## config.mk

```make
export PLATFORM = sky130hd
export DESIGN_NAME = ctrl_pipe
export DESIGN_NICKNAME = d
export VERILOG_FILES = /design/src/rtl/cpu_ctrl_pkg.sv /design/src/rtl/ctrl_fwd_unit.sv /design/src/rtl/ctrl_pipe.sv
export SDC_FILE = /design/constraint.sdc
export NUM_CORES = 1
export LEC_CHECK = 0
export ABC_AREA = 1
export CORE_MARGIN = 2
export CORE_UTILIZATION = 30
export CTS_CLUSTER_DIAMETER = 80
export DETAILED_ROUTE_END_ITERATION = 10
export PLACE_DENSITY = 0.62
export SLEW_MARGIN = 10
export SYNTH_ARGS = -nofsm -noshare
export SYNTH_HDL_FRONTEND = slang
export SYNTH_SLANG_ARGS = --single-unit
```

## constraint.sdc

```tcl
create_clock -name clk -period 1.6 [get_ports clk]
set_clock_uncertainty 0.2 [all_clocks]
set_input_delay 0.24 -clock clk [delete_from_list [all_inputs] [get_ports clk]]
set_output_delay 0.24 -clock clk [all_outputs]
set_load 0.05 [all_outputs]
```

## src/rtl/cpu_ctrl_pkg.sv

```systemverilog
`default_nettype none
// ============================================================================
//  cpu_ctrl_pkg
//  Control-word layout, nop constant and forwarding-select encoding.
//  Revision: 1.0
// ============================================================================
package cpu_ctrl_pkg;

    localparam int CTRL_W         = 10;
    localparam int CTRL_ALUOP_LSB = 0;
    localparam int CTRL_WBSEL_LSB = 4;
    localparam int CTRL_MEMWE_BIT = 6;
    localparam int CTRL_WRE_BIT   = 7;
    localparam int CTRL_LOAD_BIT  = 8;
    localparam int CTRL_VWRE_BIT  = 9;

    typedef struct packed {
        logic       vector_wre;
        logic       load;
        logic       wre;
        logic       mem_we;
        logic [1:0] wb_sel;
        logic [3:0] aluOp;
    } ctrl_t;

    localparam ctrl_t CTRL_NOP = '0;

    typedef enum logic [1:0] {
        FWD_RF  = 2'b00,
        FWD_MEM = 2'b01,
        FWD_WB  = 2'b10
    } fwd_sel_e;

    // Upper decoder bits are meaningless to the pipe and are discarded here.
    function automatic ctrl_t unpack_ctrl(input logic [15:0] word);
        return ctrl_t'(word[CTRL_W-1:0]);
    endfunction

endpackage
`default_nettype wire

```

## src/rtl/ctrl_fwd_unit.sv

```systemverilog
`default_nettype none
// ============================================================================
//  ctrl_fwd_unit
//  Per-operand forwarding select: EX/MEM result first, then MEM/WB, else RF.
//  Revision: 1.0
// ============================================================================
module ctrl_fwd_unit
    import cpu_ctrl_pkg::*;
#(
    parameter int REG_W   = 4,
    parameter bit R0_ZERO = 1'b1
) (
    input  logic [REG_W-1:0] rs_i,
    input  logic             rs_used_i,
    input  logic             mem_wre_i,
    input  logic             mem_load_i,
    input  logic [REG_W-1:0] mem_rd_i,
    input  logic             wb_wre_i,
    input  logic [REG_W-1:0] wb_rd_i,
    output fwd_sel_e         fwd_o
);

    logic rs_ok;
    logic hit_mem;
    logic hit_wb;

    assign rs_ok   = rs_used_i && ((rs_i != '0) || !R0_ZERO);
    // A load still in MEM has no result yet; the load-use stall moves it to WB first.
    assign hit_mem = rs_ok && mem_wre_i && !mem_load_i && (mem_rd_i == rs_i);
    assign hit_wb  = rs_ok && wb_wre_i && (wb_rd_i == rs_i);

    always_comb begin
        fwd_o = FWD_RF;
        if (hit_mem) begin
            fwd_o = FWD_MEM;
        end else if (hit_wb) begin
            fwd_o = FWD_WB;
        end
    end

endmodule
`default_nettype wire

```

## src/rtl/ctrl_pipe.sv

```systemverilog
`default_nettype none
// ============================================================================
//  ctrl_pipe
//  ID/EX, EX/MEM, MEM/WB control registers with load-use stall, flush, forwarding.
//  Revision: 1.0
// ============================================================================
module ctrl_pipe
    import cpu_ctrl_pkg::*;
#(
    parameter int REG_W   = 4,
    parameter bit R0_ZERO = 1'b1
) (
    input  logic             clk,
    input  logic             rst,
    input  logic [15:0]      id_control_signals,
    input  logic [REG_W-1:0] id_rd,
    input  logic [REG_W-1:0] id_rs1,
    input  logic [REG_W-1:0] id_rs2,
    input  logic [1:0]       id_rs_used,
    input  logic             ex_branch_taken,
    output logic             stall,
    output logic [3:0]       ex_aluOp,
    output logic [1:0]       fwd_a,
    output logic [1:0]       fwd_b,
    output logic             mem_write_memory_enable,
    output logic             mem_load,
    output logic             wb_wre,
    output logic             wb_vector_wre,
    output logic [1:0]       wb_select_writeback_data_mux,
    output logic [REG_W-1:0] wb_rd
);

    ctrl_t            idex_ctrl_q,  idex_ctrl_d;
    logic [REG_W-1:0] idex_rd_q,    idex_rd_d;
    logic [REG_W-1:0] idex_rs1_q,   idex_rs1_d;
    logic [REG_W-1:0] idex_rs2_q,   idex_rs2_d;
    logic [1:0]       idex_used_q,  idex_used_d;
    ctrl_t            exmem_ctrl_q;
    logic [REG_W-1:0] exmem_rd_q;
    ctrl_t            memwb_ctrl_q;
    logic [REG_W-1:0] memwb_rd_q;

    logic     hazard;
    logic     bubble;
    logic     ex_rd_ok;
    logic     unused_hi;
    fwd_sel_e fwd_a_sel;
    fwd_sel_e fwd_b_sel;

    assign unused_hi = ^id_control_signals[15:CTRL_W];

    assign ex_rd_ok = (idex_rd_q != '0) || !R0_ZERO;
    assign hazard   = idex_ctrl_q.load && idex_ctrl_q.wre && ex_rd_ok &&
                      ((id_rs_used[0] && (id_rs1 == idex_rd_q)) ||
                       (id_rs_used[1] && (id_rs2 == idex_rd_q)));
    // A taken branch squashes the ID instruction, so its hazard is moot.
    assign stall    = hazard && !ex_branch_taken;
    assign bubble   = stall || ex_branch_taken;

    always_comb begin
        idex_ctrl_d = unpack_ctrl(id_control_signals);
        idex_rd_d   = id_rd;
        idex_rs1_d  = id_rs1;
        idex_rs2_d  = id_rs2;
        idex_used_d = id_rs_used;
        if (bubble) begin
            idex_ctrl_d = CTRL_NOP;
            idex_rd_d   = '0;
            idex_rs1_d  = '0;
            idex_rs2_d  = '0;
            idex_used_d = 2'b00;
        end
    end

    always_ff @(posedge clk) begin
        if (rst) begin
            idex_ctrl_q  <= CTRL_NOP;
            idex_rd_q    <= '0;
            idex_rs1_q   <= '0;
            idex_rs2_q   <= '0;
            idex_used_q  <= 2'b00;
            exmem_ctrl_q <= CTRL_NOP;
            exmem_rd_q   <= '0;
            memwb_ctrl_q <= CTRL_NOP;
            memwb_rd_q   <= '0;
        end else begin
            idex_ctrl_q  <= idex_ctrl_d;
            idex_rd_q    <= idex_rd_d;
            idex_rs1_q   <= idex_rs1_d;
            idex_rs2_q   <= idex_rs2_d;
            idex_used_q  <= idex_used_d;
            exmem_ctrl_q <= idex_ctrl_q;
            exmem_rd_q   <= idex_rd_q;
            memwb_ctrl_q <= exmem_ctrl_q;
            memwb_rd_q   <= exmem_rd_q;
        end
    end

    ctrl_fwd_unit #(.REG_W(REG_W), .R0_ZERO(R0_ZERO)) u_fwd_a (
        .rs_i       (idex_rs1_q),
        .rs_used_i  (idex_used_q[0]),
        .mem_wre_i  (exmem_ctrl_q.wre),
        .mem_load_i (exmem_ctrl_q.load),
        .mem_rd_i   (exmem_rd_q),
        .wb_wre_i   (memwb_ctrl_q.wre),
        .wb_rd_i    (memwb_rd_q),
        .fwd_o      (fwd_a_sel)
    );

    ctrl_fwd_unit #(.REG_W(REG_W), .R0_ZERO(R0_ZERO)) u_fwd_b (
        .rs_i       (idex_rs2_q),
        .rs_used_i  (idex_used_q[1]),
        .mem_wre_i  (exmem_ctrl_q.wre),
        .mem_load_i (exmem_ctrl_q.load),
        .mem_rd_i   (exmem_rd_q),
        .wb_wre_i   (memwb_ctrl_q.wre),
        .wb_rd_i    (memwb_rd_q),
        .fwd_o      (fwd_b_sel)
    );

    assign fwd_a                        = fwd_a_sel;
    assign fwd_b                        = fwd_b_sel;
    assign ex_aluOp                     = idex_ctrl_q.aluOp;
    assign mem_write_memory_enable      = exmem_ctrl_q.mem_we;
    assign mem_load                     = exmem_ctrl_q.load;
    assign wb_wre                       = memwb_ctrl_q.wre;
    assign wb_vector_wre                = memwb_ctrl_q.vector_wre;
    assign wb_select_writeback_data_mux = memwb_ctrl_q.wb_sel;
    assign wb_rd                        = memwb_rd_q;

endmodule
`default_nettype wire

```

* Yosys cells after proc, flatten, opt, wreduce, memory -nomap -nowiden
Cells that the tools add are included. W data, S select, Z words.
Storage, ports and cells: bits in registers 42, output and inout port bits 19, input port bits 33
Operators by class: equality and inequality tests 6, reduce and logical (&&, ||, !) cells 26, multiplexer cells 4
Operator list (number):
- $eq A4 B4 Y1 | 6
- $logic_and A1 B1 Y1 | 18
- $reduce_bool A4 Y1 | 3
- $mux W2 | 4
- $logic_not A1 Y1 | 2
- $logic_or A1 B1 Y1 | 2
- $reduce_or A2 Y1 | 1

* Depth between registers and ports, before layout
Gate-level depths: netlist (run 1).
word-level depth 7, gate-level depth with buffers 10

* Hierarchy
A second synthesis (run 1) with hierarchy kept.
Second synthesis, totals: cell total of the unflattened synthesis 266, area total of the unflattened synthesis 1795.5 µm²
By module, submodules not included:
- ctrl_pipe | sequential area each 840.8 µm², cells an instance 168, times used 1, area an instance 1380.1 µm²
- ctrl_fwd_unit | sequential area each 0.0 µm², cells an instance 49, times used 2, area an instance 207.7 µm²

* Worst setup path after synthesis (run 1)
No wires, ideal clock.
kind reg-to-output, start point register memwb_rd_q[2], in the netlist wb_rd[2], end point output fwd_a[1], buffers on the path 0, stages on the path, launching flop included 6, slack -0.585 ns, arrival time 1.745 ns, cells stage by stage dfxtp_1 -> xnor2_1 -> nand3_1 -> nor2_1 -> nand3b_1 -> nor2_1
Between the ends: word-level cells in the longest chain between the ends 4
Ends and longest elaborated chain:
- start, declared | line ctrl_pipe.sv:41 | logic [REG_W-1:0] memwb_rd_q;
- start signal, assigned | line ctrl_pipe.sv:95 | memwb_rd_q <= exmem_rd_q;
- $eq A4 B4 Y1 | line ctrl_fwd_unit.sv:30 | assign hit_wb = rs_ok && wb_wre_i && (wb_rd_i == rs_i);
- $logic_and A1 B1 Y1 | line ctrl_fwd_unit.sv:30
- $mux W2 | line ctrl_fwd_unit.sv:36 | end else if (hit_wb) begin
- $mux W2 | line ctrl_fwd_unit.sv:34 | if (hit_mem) begin
- end, declared | line ctrl_pipe.sv:23 | output logic [1:0] fwd_a,
No other way between the ends.

* Worst setup path in the final report (run 1)
start point register idex_rs2_q[2], end point output fwd_b[1]
Between the ends: word-level cells in the longest chain between the ends 6
Ends and longest elaborated chain:
- start, declared | line ctrl_pipe.sv:36 | logic [REG_W-1:0] idex_rs2_q, idex_rs2_d;
- start signal, assigned | line ctrl_pipe.sv:90 | idex_rs2_q <= idex_rs2_d;
- $reduce_bool A4 Y1 | line ctrl_fwd_unit.sv:27 | assign rs_ok = rs_used_i && ((rs_i != '0) || !R0_ZERO);
- $logic_and A1 B1 Y1 | line ctrl_fwd_unit.sv:27
- $logic_and A1 B1 Y1, on equally long branches (2 in a row) | line ctrl_fwd_unit.sv:30, ctrl_fwd_unit.sv:29
- $mux W2 / $logic_and A1 B1 Y1 (equally long branches) | line ctrl_fwd_unit.sv:36, ctrl_fwd_unit.sv:29
- $mux W2 * | line ctrl_fwd_unit.sv:34
- end, declared | line ctrl_pipe.sv:24 | output logic [1:0] fwd_b,
Every way passes the cells marked *; elsewhere a longest branch is shown, timed or not.

==> results of run 1 <==
-- through the flow --
stage               setup TNS (ns)  cell area (µm²)
finish                       -1.43             2780
global route                 -1.85             2780
CTS                          -1.58             2710
detailed placement           -7.02             2520
global placement             -6.75             2520
floorplan                        0             1700
-- kinds of logic after synthesis --
family,after synthesis
AO/OA/AOI/OAI,8
XOR/XNOR,9
buffers and inverters,59
flip-flops,42
AND/OR/NAND/NOR,105
-- cells in the mapped netlist --
cell       instances
nor2_1            59
inv_1             48
dfxtp_1           42
nand2_1           32
xnor2_1            7
buf_4              6
nand3_1            5
a21oi_1            2
buf_6              2
clkbuf_1           2
nand3b_1           2
nand4_1            2
nor3_1             2
o21ai_0            2
xor2_1             2
a21boi_0           1
a31oi_1            1
inv_2              1
nand2_2            1
nand2_4            1
nor2_2             1
o2111ai_1          1
o21a_1             1
-- layout by cell type, fill, tap and decap left out, drive strengths merged, types with 5 or more instances in the layout --
| master | count |
|---|---|
| inv | 49 |
| xnor2 | 7 |
| dlygate4sd2 | 6 |
| clkdlybuf4s50 | 20 |
| clkbuf | 6 |
| nand3 | 5 |
| dfxtp | 42 |
| nor2 | 60 |
| buf | 46 |
| nand2 | 35 |
-- registers in the layout, summed over array words and instances, names as in the netlist, 2 cells and up --
signal                        flops
idex_rs2_q                        4
idex_used_q                       2
ex_aluOp                          4
idex_rs1_q                        4
exmem_ctrl_q                      4
wb_rd                             4
idex_rd_q                         4
exmem_rd_q                        4
wb_select_writeback_data_mux      2
idex_ctrl_q                       6
-- per-layer routing --
layer	vias to the layer above	GRT usage	share of wire
li1	780	-	-
met1	636	0.129	0.40
met2	50	0.211	0.53
met3	5	0.0402	0.065
met4	0	0.0561	0.011
met5	-	0	0
-- path summary, 6_finish.rpt --
kind                                     start         endpoint  slack (ns)  cells past startpoint
worst max-delay path             idex_rs2_q[2]         fwd_b[1]       -0.32                      7
worst min-delay path                 id_rs1[0]    idex_rs1_q[0]        0.14                      3
worst max register to register    idex_rd_q[1]    idex_rs1_q[0]        0.09                     10
worst min register to register  idex_ctrl_q[9]  exmem_ctrl_q[9]        0.20                      2
-- power by group through the flow --
stage                     clock [µW]  combinational [µW]  sequential (µW)
final                            827                 304             1100
after floorplan                    0                 120             1130
after CTS                        851                 290             1100
after detailed placement           0                 279             1130
after global placement             0                 276             1120
after global routing             885                 330             1110
-- timing repair --
item                                    4_1_cts  5_1_grt
endpoints found under the setup margin        5       22
pin swaps                                    19       10
gates cloned                                  0        1
resized for setup                            36        9
setup buffers                                 2        2
-- cell type report --
class	count	area, µm²
inverters	49	184
well taps	72	90.1
clock buffers	6	72.6
fillers	520	2630
clock inverters	2	37.5
repair buffers	72	847
flip-flops and latches	42	868
multi-input cells	123	679
-- critical path: cells and delay by family (launching register included) --
family                    cells  cell delay, ns
xor gates and xnor gates      1            0.11
buffers and inverters         2            0.26
DFF                           1            0.34
and+or+nand+nor               4            0.47
==> flow_metrics.py, run 1 <==
metrics = {
    "status": {
        "status": "finished, violations left",
        "failed_checks": "setup timing",
    },
    "synthesis": {
        "syn-cell-area_um2": 1660,
        "synth-xor-area-share": 0.0476,
        "ys_seq_area_frac": 0.508,
        "ys_seq_elements": 42,
        "synth_top_family_by_area": "simple AND/OR/NAND/NOR gates",
        "yosys-mux-area-fraction": 0,
        "syn-mean-instance-area_um2": 7.43,
        "ys_types": 23,
        "yosysTopAreaCellShare": 0.508,
        "yosys_warnings": 0,
        "yosys.area_share.simple": 0.258,
        "synth-compound-area-share": 0.0302,
        "synth_nets": 256,
        "synthTopCellsByArea": "dfxtp_1 (51%), nor2_1 (13%), inv_1 (11%), nand2_1 (7.3%), xnor2_1 (3.7%)",
        "synth_top_area_cell": "dfxtp_1",
        "synthAdderAreaFrac": 0,
        "syn_inst": 223,
    },
    "critical_path": {
        "cp.arrival_ns": 1.48,
        "cp_max_fo": 3,
        "crit_path_end_kind": "output port",
        "cp_cell_sequence": "buf_6 > xnor2_2 > nand3_1 > nor2_1 > nand4_1 > nor2_4 > buf_12",
        "crit_type": "flop to output port",
        "required_ns": 1.16,
        "critPathLaunchType": "flop",
        "cp_slowest_cell": "dfxtp_2",
        "slowest_delay_ns": 0.34,
    },
    "power": {
        "powerDensity_nw_per_um2": 804,
        "leakagePower_uw": 0.00124,
        "p_sw_frac": 0.236,
        "intPower_uw": 1710,
        "ir_drop_v": 0.000509,
        "finalPower_uw": 2230,
        "p_switching_uw": 528,
        "pwr-share-seq": 0.494,
        "pwr-share-clk": 0.370,
        "combPwrFrac": 0.136,
    },
    "clock_tree": {
        "cts_tree": "built",
        "htreeDepth": 2,
        "numCtsBuffers": 5,
        "root_buffer": "clkbuf_8",
        "ctsHoldBuffers": 0,
        "cts_num_sinks": 42,
        "clock_path_buffers": 2,
        "clk_latency_ns": 0.29,
        "clk_pin_slew_worst_paths_ns": 0.08,
    },
    "grt": {
        "antenna_found_initial": 0,
        "grt_pass1_vias": 1383,
        "grt.total_usage": 0.120,
        "grt_pass1_wl_mm": 5.77,
        "grt_max_degree": 25,
        "grt-ovfl-total": 0,
    },
    "min_path": {
        "hold_path_class": "input port to flop",
    },
    "routing": {
        "vias": 1471,
        "wl_per_cell_um": 9.87,
        "firstDrtPassIters": 4,
        "ant_nets": 0,
        "drc": 0,
        "drt-total-wl_mm": 3.61,
        "vias_per_cell": 4.02,
        "drt_iter0_drc": 43,
    },
    "die": {
        "row_count": 27,
        "core_area_um2": 5410,
        "initial_utilization": 0.306,
        "ios": 52,
        "die_x_um": 78.3,
        "die_h_um": 78.3,
        "die_area_um2": 6130,
    },
    "sta": {
        "rsz0062_at_grt": "true",
        "drv_slew": 0,
        "worst-slew-pin-transition_ns": 0.443,
        "setup_ws_ns": -0.325,
        "fin_crit_ns": 1.92,
        "slew_headroom": 0.704,
        "hold_viol": 0,
        "holdWs_ns": 0.137,
        "setup_viol": 5,
        "fin_crit_sh": 1.20,
        "fmax_mhz": 520,
    },
    "placement": {
        "io_buffers": 45,
        "place_ws_ns": -0.309,
        "hpwl_mm": 2.57,
        "gp_congestion": 0.849,
        "dp_cells": 353,
    },
    "flow_run": {
        "maxCapViolations": 0,
    },
    "final_layout": {
        "fin_util": 0.514,
        "stdcell_count": 366,
        "drive_gt1_frac": 0.330,
        "areaGrowthSynthToFinish_pct": 67.7,
        "nets": 326,
        "antenna_cells": 0,
    },
}
Note: power is estimated with default switching activity, not from simulation.
==> inputs of run 2 (changes only) <==
--- a/config.mk
+++ b/config.mk
@@ -10,7 +10,6 @@
 export CORE_UTILIZATION = 30
 export CTS_CLUSTER_DIAMETER = 80
 export DETAILED_ROUTE_END_ITERATION = 10
-export PLACE_DENSITY = 0.62
 export SLEW_MARGIN = 10
 export SYNTH_ARGS = -nofsm -noshare
 export SYNTH_HDL_FRONTEND = slang
==> constraint.sdc (replaced) <==
create_clock -name clk -period 2 [get_ports clk]
set_clock_uncertainty 0.2 [all_clocks]
set_input_delay 0.3 -clock clk [delete_from_list [all_inputs] [get_ports clk]]
set_output_delay 0.3 -clock clk [all_outputs]
set_load 0.05 [all_outputs]
==> run 2 against run 1 <==
Compared with the run above:
- cell count decreased by 4.4%
- die area is the same
- the flow now finishes without violations
- clock-buffer cell count did not move
- combinational power decreased by 34%
- core utilization shrank 4.8 points
- critical path depth is the same
- global-route usage shrank 0.37 points
- via count is 4.7% lower
- worst setup slack better by 0.36 ns
- wire length is 4.3% lower
==> flow_metrics.py, run 2 (synthesis results as in run 1) <==
metrics = {
    "status": {
        "status": "completed",
    },
    "critical_path": {
        "crit_cells": 7,
        "crit_path_end": "fwd_a[1]",
        "crit_family": "simple AND/OR/NAND/NOR gates",
        "r2r_cells": 11,
        "startpoint": "idex_rs1_q[2]",
        "cp_cell_sequence": "buf_4 > xnor2_2 > nand3_1 > nor2_1 > nand3b_1 > nor2_4 > buf_12",
        "cp.arrival_ns": 1.47,
        "r2r_start": "idex_rd_q[1]",
        "crit_path_end_kind": "output port",
        "cp_slowest_cell": "dfxtp_2",
        "cp_num_buf_inv": 2,
        "crit_type": "flop to output port",
        "slowest_delay_ns": 0.33,
        "timing.rr.end": "idex_rs2_q[0]",
        "cp_max_fo": 2,
        "required_ns": 1.50,
        "r2r_slack_ns": 0.27,
        "critPathLaunchType": "flop",
    },
    "sta": {
        "drv_slew": 0,
        "setup_viol": 0,
        "setup_ws_ns": 0.0333,
        "fin_crit_ns": 1.97,
        "hold_viol": 0,
        "worst-slew-pin-transition_ns": 0.497,
        "timing.setup.tns_ns": 0,
        "fin_crit_sh": 0.983,
        "slew_headroom": 0.668,
        "rsz0062_at_grt": "true",
        "fmax_mhz": 508,
    },
    "grt": {
        "grt_max_degree": 25,
        "grt.total_usage": 0.116,
        "grt_pass1_wl_mm": 5.44,
        "grt_pass1_vias": 1236,
        "grt-ovfl-total": 0,
        "antenna_found_initial": 0,
    },
    "routing": {
        "drt_iter0_drc": 72,
        "ant_nets": 0,
        "drc": 0,
        "vias_per_cell": 4.01,
        "drt-total-wl_mm": 3.46,
        "wl_per_cell_um": 9.88,
        "firstDrtPassIters": 4,
        "vias": 1402,
    },
    "placement": {
        "dp_cells": 339,
        "gp_congestion": 0.783,
        "io_buffers": 45,
        "hpwl_mm": 2.60,
        "place_ws_ns": -0.122,
    },
    "power": {
        "leakagePower_uw": 0.00114,
        "powerDensity_nw_per_um2": 754,
        "ir_drop_v": 0.000369,
        "finalPower_uw": 1900,
    },
    "final_layout": {
        "largest-register": "idex_ctrl_q",
        "antenna_cells": 0,
        "nets": 310,
        "fin_util": 0.466,
        "stdcell_count": 350,
        "drive_gt1_frac": 0.277,
        "mostFrequentLayoutCell": "nor2_1",
        "largest_register_ffs": 6,
        "final_cell_mix": "nor2_1 (53), inv_1 (37), nand2_1 (32), dfxtp_1 (27), clkdlybuf4s50_1 (26)",
        "fillers": 564,
        "areaGrowthSynthToFinish_pct": 52.1,
    },
    "die": {
        "ios": 52,
        "row_count": 27,
        "die_h_um": 78.3,
        "initial_utilization": 0.306,
        "die_x_um": 78.3,
        "core_area_um2": 5410,
        "die_area_um2": 6130,
    },
    "clock_tree": {
        "clk_latency_ns": 0.29,
        "clock_path_buffers": 2,
        "clk_pin_slew_worst_paths_ns": 0.08,
        "root_buffer": "clkbuf_8",
        "numCtsBuffers": 5,
        "htreeDepth": 2,
        "cts_num_sinks": 42,
        "cts_tree": "built",
        "ctsHoldBuffers": 0,
    },
    "min_path": {
        "hold_path_class": "input port to flop",
        "hp-start": "id_rs_used[1]",
    },
    "flow_run": {
        "maxCapViolations": 0,
    },
}
-- run 2: routing by layer --
metal,global-route usage,vias to the layer above,part of all wire
met2,0.187,33,0.50
met3,0.0391,6,0.048
met4,0.0579,0,0.022
met5,0,-,0
met1,0.138,619,0.43
li1,-,744,-
-- run 2: power breakdown --
group          internal, µW  total, µW  leakage [µW]  switching [µW]
clock network           532        815     0.0000714             282
logic                   100        202      0.000719             102
registers               862        883      0.000351            21.2
total                  1490       1900       0.00114             406
-- run 2: timing repair --
item / CTS / global route
pin swaps: 6 / 13
setup buffers: 0 / 4
setup endpoints to repair: 5 / 5
resized for setup: 18 / 40
-- run 2: area by class of cell --
cell class              instances  area, µm²  share of cell area
clock buffers                   6       82.6              0.0328
clock inverters                 2       60.1              0.0238
inverters                      49        184              0.0730
multi-input cells             122        661               0.262
flip-flops and latches         42        870               0.345
well taps                      72       90.1              0.0357
repair buffers                 57        573               0.227
-- run 2: worst min-delay path by stage --
stage / end / cells after the start
3_5_place_dp: mem_write_memory_enable / 2
2_1_floorplan: exmem_ctrl_q[4] / 2
4_1_cts: idex_rs2_q[3] / 3
6_report: idex_used_q[1] / 3
5_1_grt: idex_used_q[1] / 3
3_3_place_gp: exmem_ctrl_q[5] / 2
-- run 2: through the flow --
| stage | area, µm² | hold WS, ns |
|---|---|---|
| after floorplan | 1670 | 0.188 |
| after global placement | 2240 | 0.190 |
| after detailed placement | 2240 | 0.192 |
| after CTS | 2400 | 0.164 |
| after global routing | 2520 | 0.0966 |
| final | 2520 | 0.0859 |
-- run 2: worst min-delay path: stages --
cell	delay (ns)
dlymetal6s2s_1	0.13
inv_1	0.06
nor2_1	0.04
==> inputs of run 3 (changes only) <==
--- a/config.mk
+++ b/config.mk
@@ -10,6 +10,7 @@
 export CORE_UTILIZATION = 30
 export CTS_CLUSTER_DIAMETER = 80
 export DETAILED_ROUTE_END_ITERATION = 10
+export MAX_ROUTING_LAYER = met4
 export SLEW_MARGIN = 10
 export SYNTH_ARGS = -nofsm -noshare
 export SYNTH_HDL_FRONTEND = slang
==> constraint.sdc (replaced) <==
create_clock -name clk -period 2.5 [get_ports clk]
set_clock_uncertainty 0.2 [all_clocks]
set_input_delay 0.375 -clock clk [delete_from_list [all_inputs] [get_ports clk]]
set_output_delay 0.375 -clock clk [all_outputs]
set_load 0.05 [all_outputs]
==> run 3 against run 2 <==
Compared with the run above:
- global-route usage about the same
- power down 32%
- via count shrank 5.5%
- flip-flop and latch count did not move
- sequential share of layout area rose by 3.3 points
- worst setup slack improved by 0.19 ns
- final area shrank 12%
- critical path depth grew 3
- largest power group unchanged
==> flow_metrics.py, run 3 (synthesis results as in run 1) <==
metrics = {
    "grt": {
        "use_met1": 0.131,
        "grt_pass1_wl_mm": 5.38,
        "antenna_found_initial": 0,
        "grt_max_degree": 25,
        "grt.total_usage": 0.116,
        "grt_pass1_vias": 1249,
        "grt_util_met2": 0.188,
        "gr-max-usage-layer": "met2",
        "grt-ovfl-total": 0,
        "grtUsageMet3": 0.0356,
    },
    "die": {
        "ios": 52,
        "initial_utilization": 0.306,
        "row_count": 27,
        "die_area_um2": 6130,
        "core_area_um2": 5410,
        "die_h_um": 78.3,
        "die_x_um": 78.3,
    },
    "power": {
        "ir_drop_v": 0.000262,
        "p_sw_frac": 0.239,
        "powerDensity_nw_per_um2": 581,
        "pwr-share-clk": 0.344,
        "leakagePower_uw": 0.000989,
        "pwr-share-seq": 0.545,
        "p_switching_uw": 309,
        "intPower_uw": 984,
        "combPwrFrac": 0.111,
    },
    "sta": {
        "timing.setup.tns_ns": 0,
        "fmax_mhz": 439,
        "slew_headroom": 0.664,
        "hold_viol": 0,
        "setup_viol": 0,
        "worst-slew-pin-transition_ns": 0.502,
        "rsz0062_at_grt": "false",
        "fin_crit_sh": 0.912,
        "drv_slew": 0,
        "fin_crit_ns": 2.28,
    },
    "clock_tree": {
        "numCtsBuffers": 5,
        "clock_path_buffers": 2,
        "htreeDepth": 2,
        "ctsHoldBuffers": 0,
        "clk_pin_slew_worst_paths_ns": 0.08,
        "cts_tree": "built",
        "cts_num_sinks": 42,
        "cts-resized-gates": 0,
        "clk_latency_ns": 0.29,
        "root_buffer": "clkbuf_8",
        "cts_setup_buffers": 0,
    },
    "final_layout": {
        "mostFrequentLayoutCell": "nor2_1",
        "areaGrowthSynthToFinish_pct": 34.3,
        "fin_util": 0.412,
        "antenna_cells": 0,
        "largest-register": "idex_ctrl_q",
        "largest_register_ffs": 6,
        "final_cell_mix": "nor2_1 (59), inv_1 (48), dfxtp_1 (42), clkdlybuf4s50_1 (40), nand2_1 (32)",
        "nets": 299,
        "drive_gt1_frac": 0.0674,
    },
    "placement": {
        "hpwl_mm": 2.47,
        "io_buffers": 45,
        "gp_congestion": 0.762,
    },
    "routing": {
        "drc": 0,
        "drt-total-wl_mm": 3.12,
        "vias_per_cell": 3.91,
        "drt_iter0_drc": 87,
        "firstDrtPassIters": 4,
        "ant_nets": 0,
        "vias": 1325,
        "wl_per_cell_um": 9.21,
    },
    "critical_path": {
        "cp_num_buf_inv": 3,
        "crit_type": "input port to output port",
        "cp_max_fo": 2,
        "slowest_delay_ns": 0.49,
        "cp_slowest_cell": "clkdlybuf4s50_1",
        "cp.arrival_ns": 1.71,
        "crit_family": "buffers and inverters",
        "cpMostUsedCell": "nand2_1",
        "critPathLaunchType": "input port",
        "cp_cell_sequence": "clkdlybuf4s50_1 > inv_1 > nand2_1 > nand2_1 > nor2_1 > nand3_1 > nand2_1 > nand2_2 > nor2_1 > buf_12",
        "required_ns": 1.92,
        "crit_path_end_kind": "output port",
        "r2r_cells": 9,
        "crit_cells": 10,
    },
    "min_path": {
        "hold_path_class": "flop to flop",
        "holdPathStages": 2,
    },
    "status": {
        "status": "completed",
    },
    "flow_run": {
        "maxCapViolations": 0,
    },
}
-- run 3: power by group through the flow --
stage               combinational, µW  clock [µW]  sequential (µW)
floorplan                        76.3           0              727
global placement                  145           0              720
detailed placement                146           0              720
CTS                               146         467              705
global route                      161         491              707
finish                            144         445              704
-- run 3: layout make-up --
cell class / count / area, µm²
Clock buffer: 6 / 82.6
Clock inverter: 2 / 12.5
Fill cell: 572 / 3180
Inverter: 49 / 184
Multi-Input combinational cell: 122 / 557
Sequential cell: 42 / 841
Tap cell: 72 / 90.1
Timing Repair Buffer: 46 / 458
-- run 3: layer usage --
metal	wire length, µm	vias to the layer above	share of wire
met4	74	0	0.024
met1	1450	567	0.46
met3	157	5	0.050
li1	-	721	-
met2	1440	32	0.46
met5	0	-	0
-- run 3: stage by stage --
step | area, µm² | setup slack, ns | instances | hold slack [ns] | total power, µW
final | 2220 | 0.220 | 339 | 0.201 | 1290
after global routing | 2220 | 0.0775 | 339 | 0.228 | 1360
after CTS | 2220 | 0.210 | 339 | 0.204 | 1320
after detailed placement | 2130 | 0.211 | 331 | 0.195 | 866
after global placement | 2130 | 0.229 | 331 | 0.190 | 865
after floorplan | 1660 | 0.180 | 223 | 0.188 | 804
-- run 3: worst reg2reg max path: cells and delay by family, from the launching register on --
family | cells | cell delay, ns
DFF | 1 | 0.35
buffers and inverters | 1 | 0.10
and+or+nand+nor | 8 | 0.76
-- run 3: final timing paths --
kind	from	endpoint	slack, ns
setup reg to reg	idex_rd_q[1]	idex_rs1_q[1]	0.99
hold / removal	idex_ctrl_q[6]	mem_write_memory_enable	0.20
hold reg to reg	idex_ctrl_q[6]	mem_write_memory_enable	0.20
setup / recovery	id_rs1[3]	stall	0.22
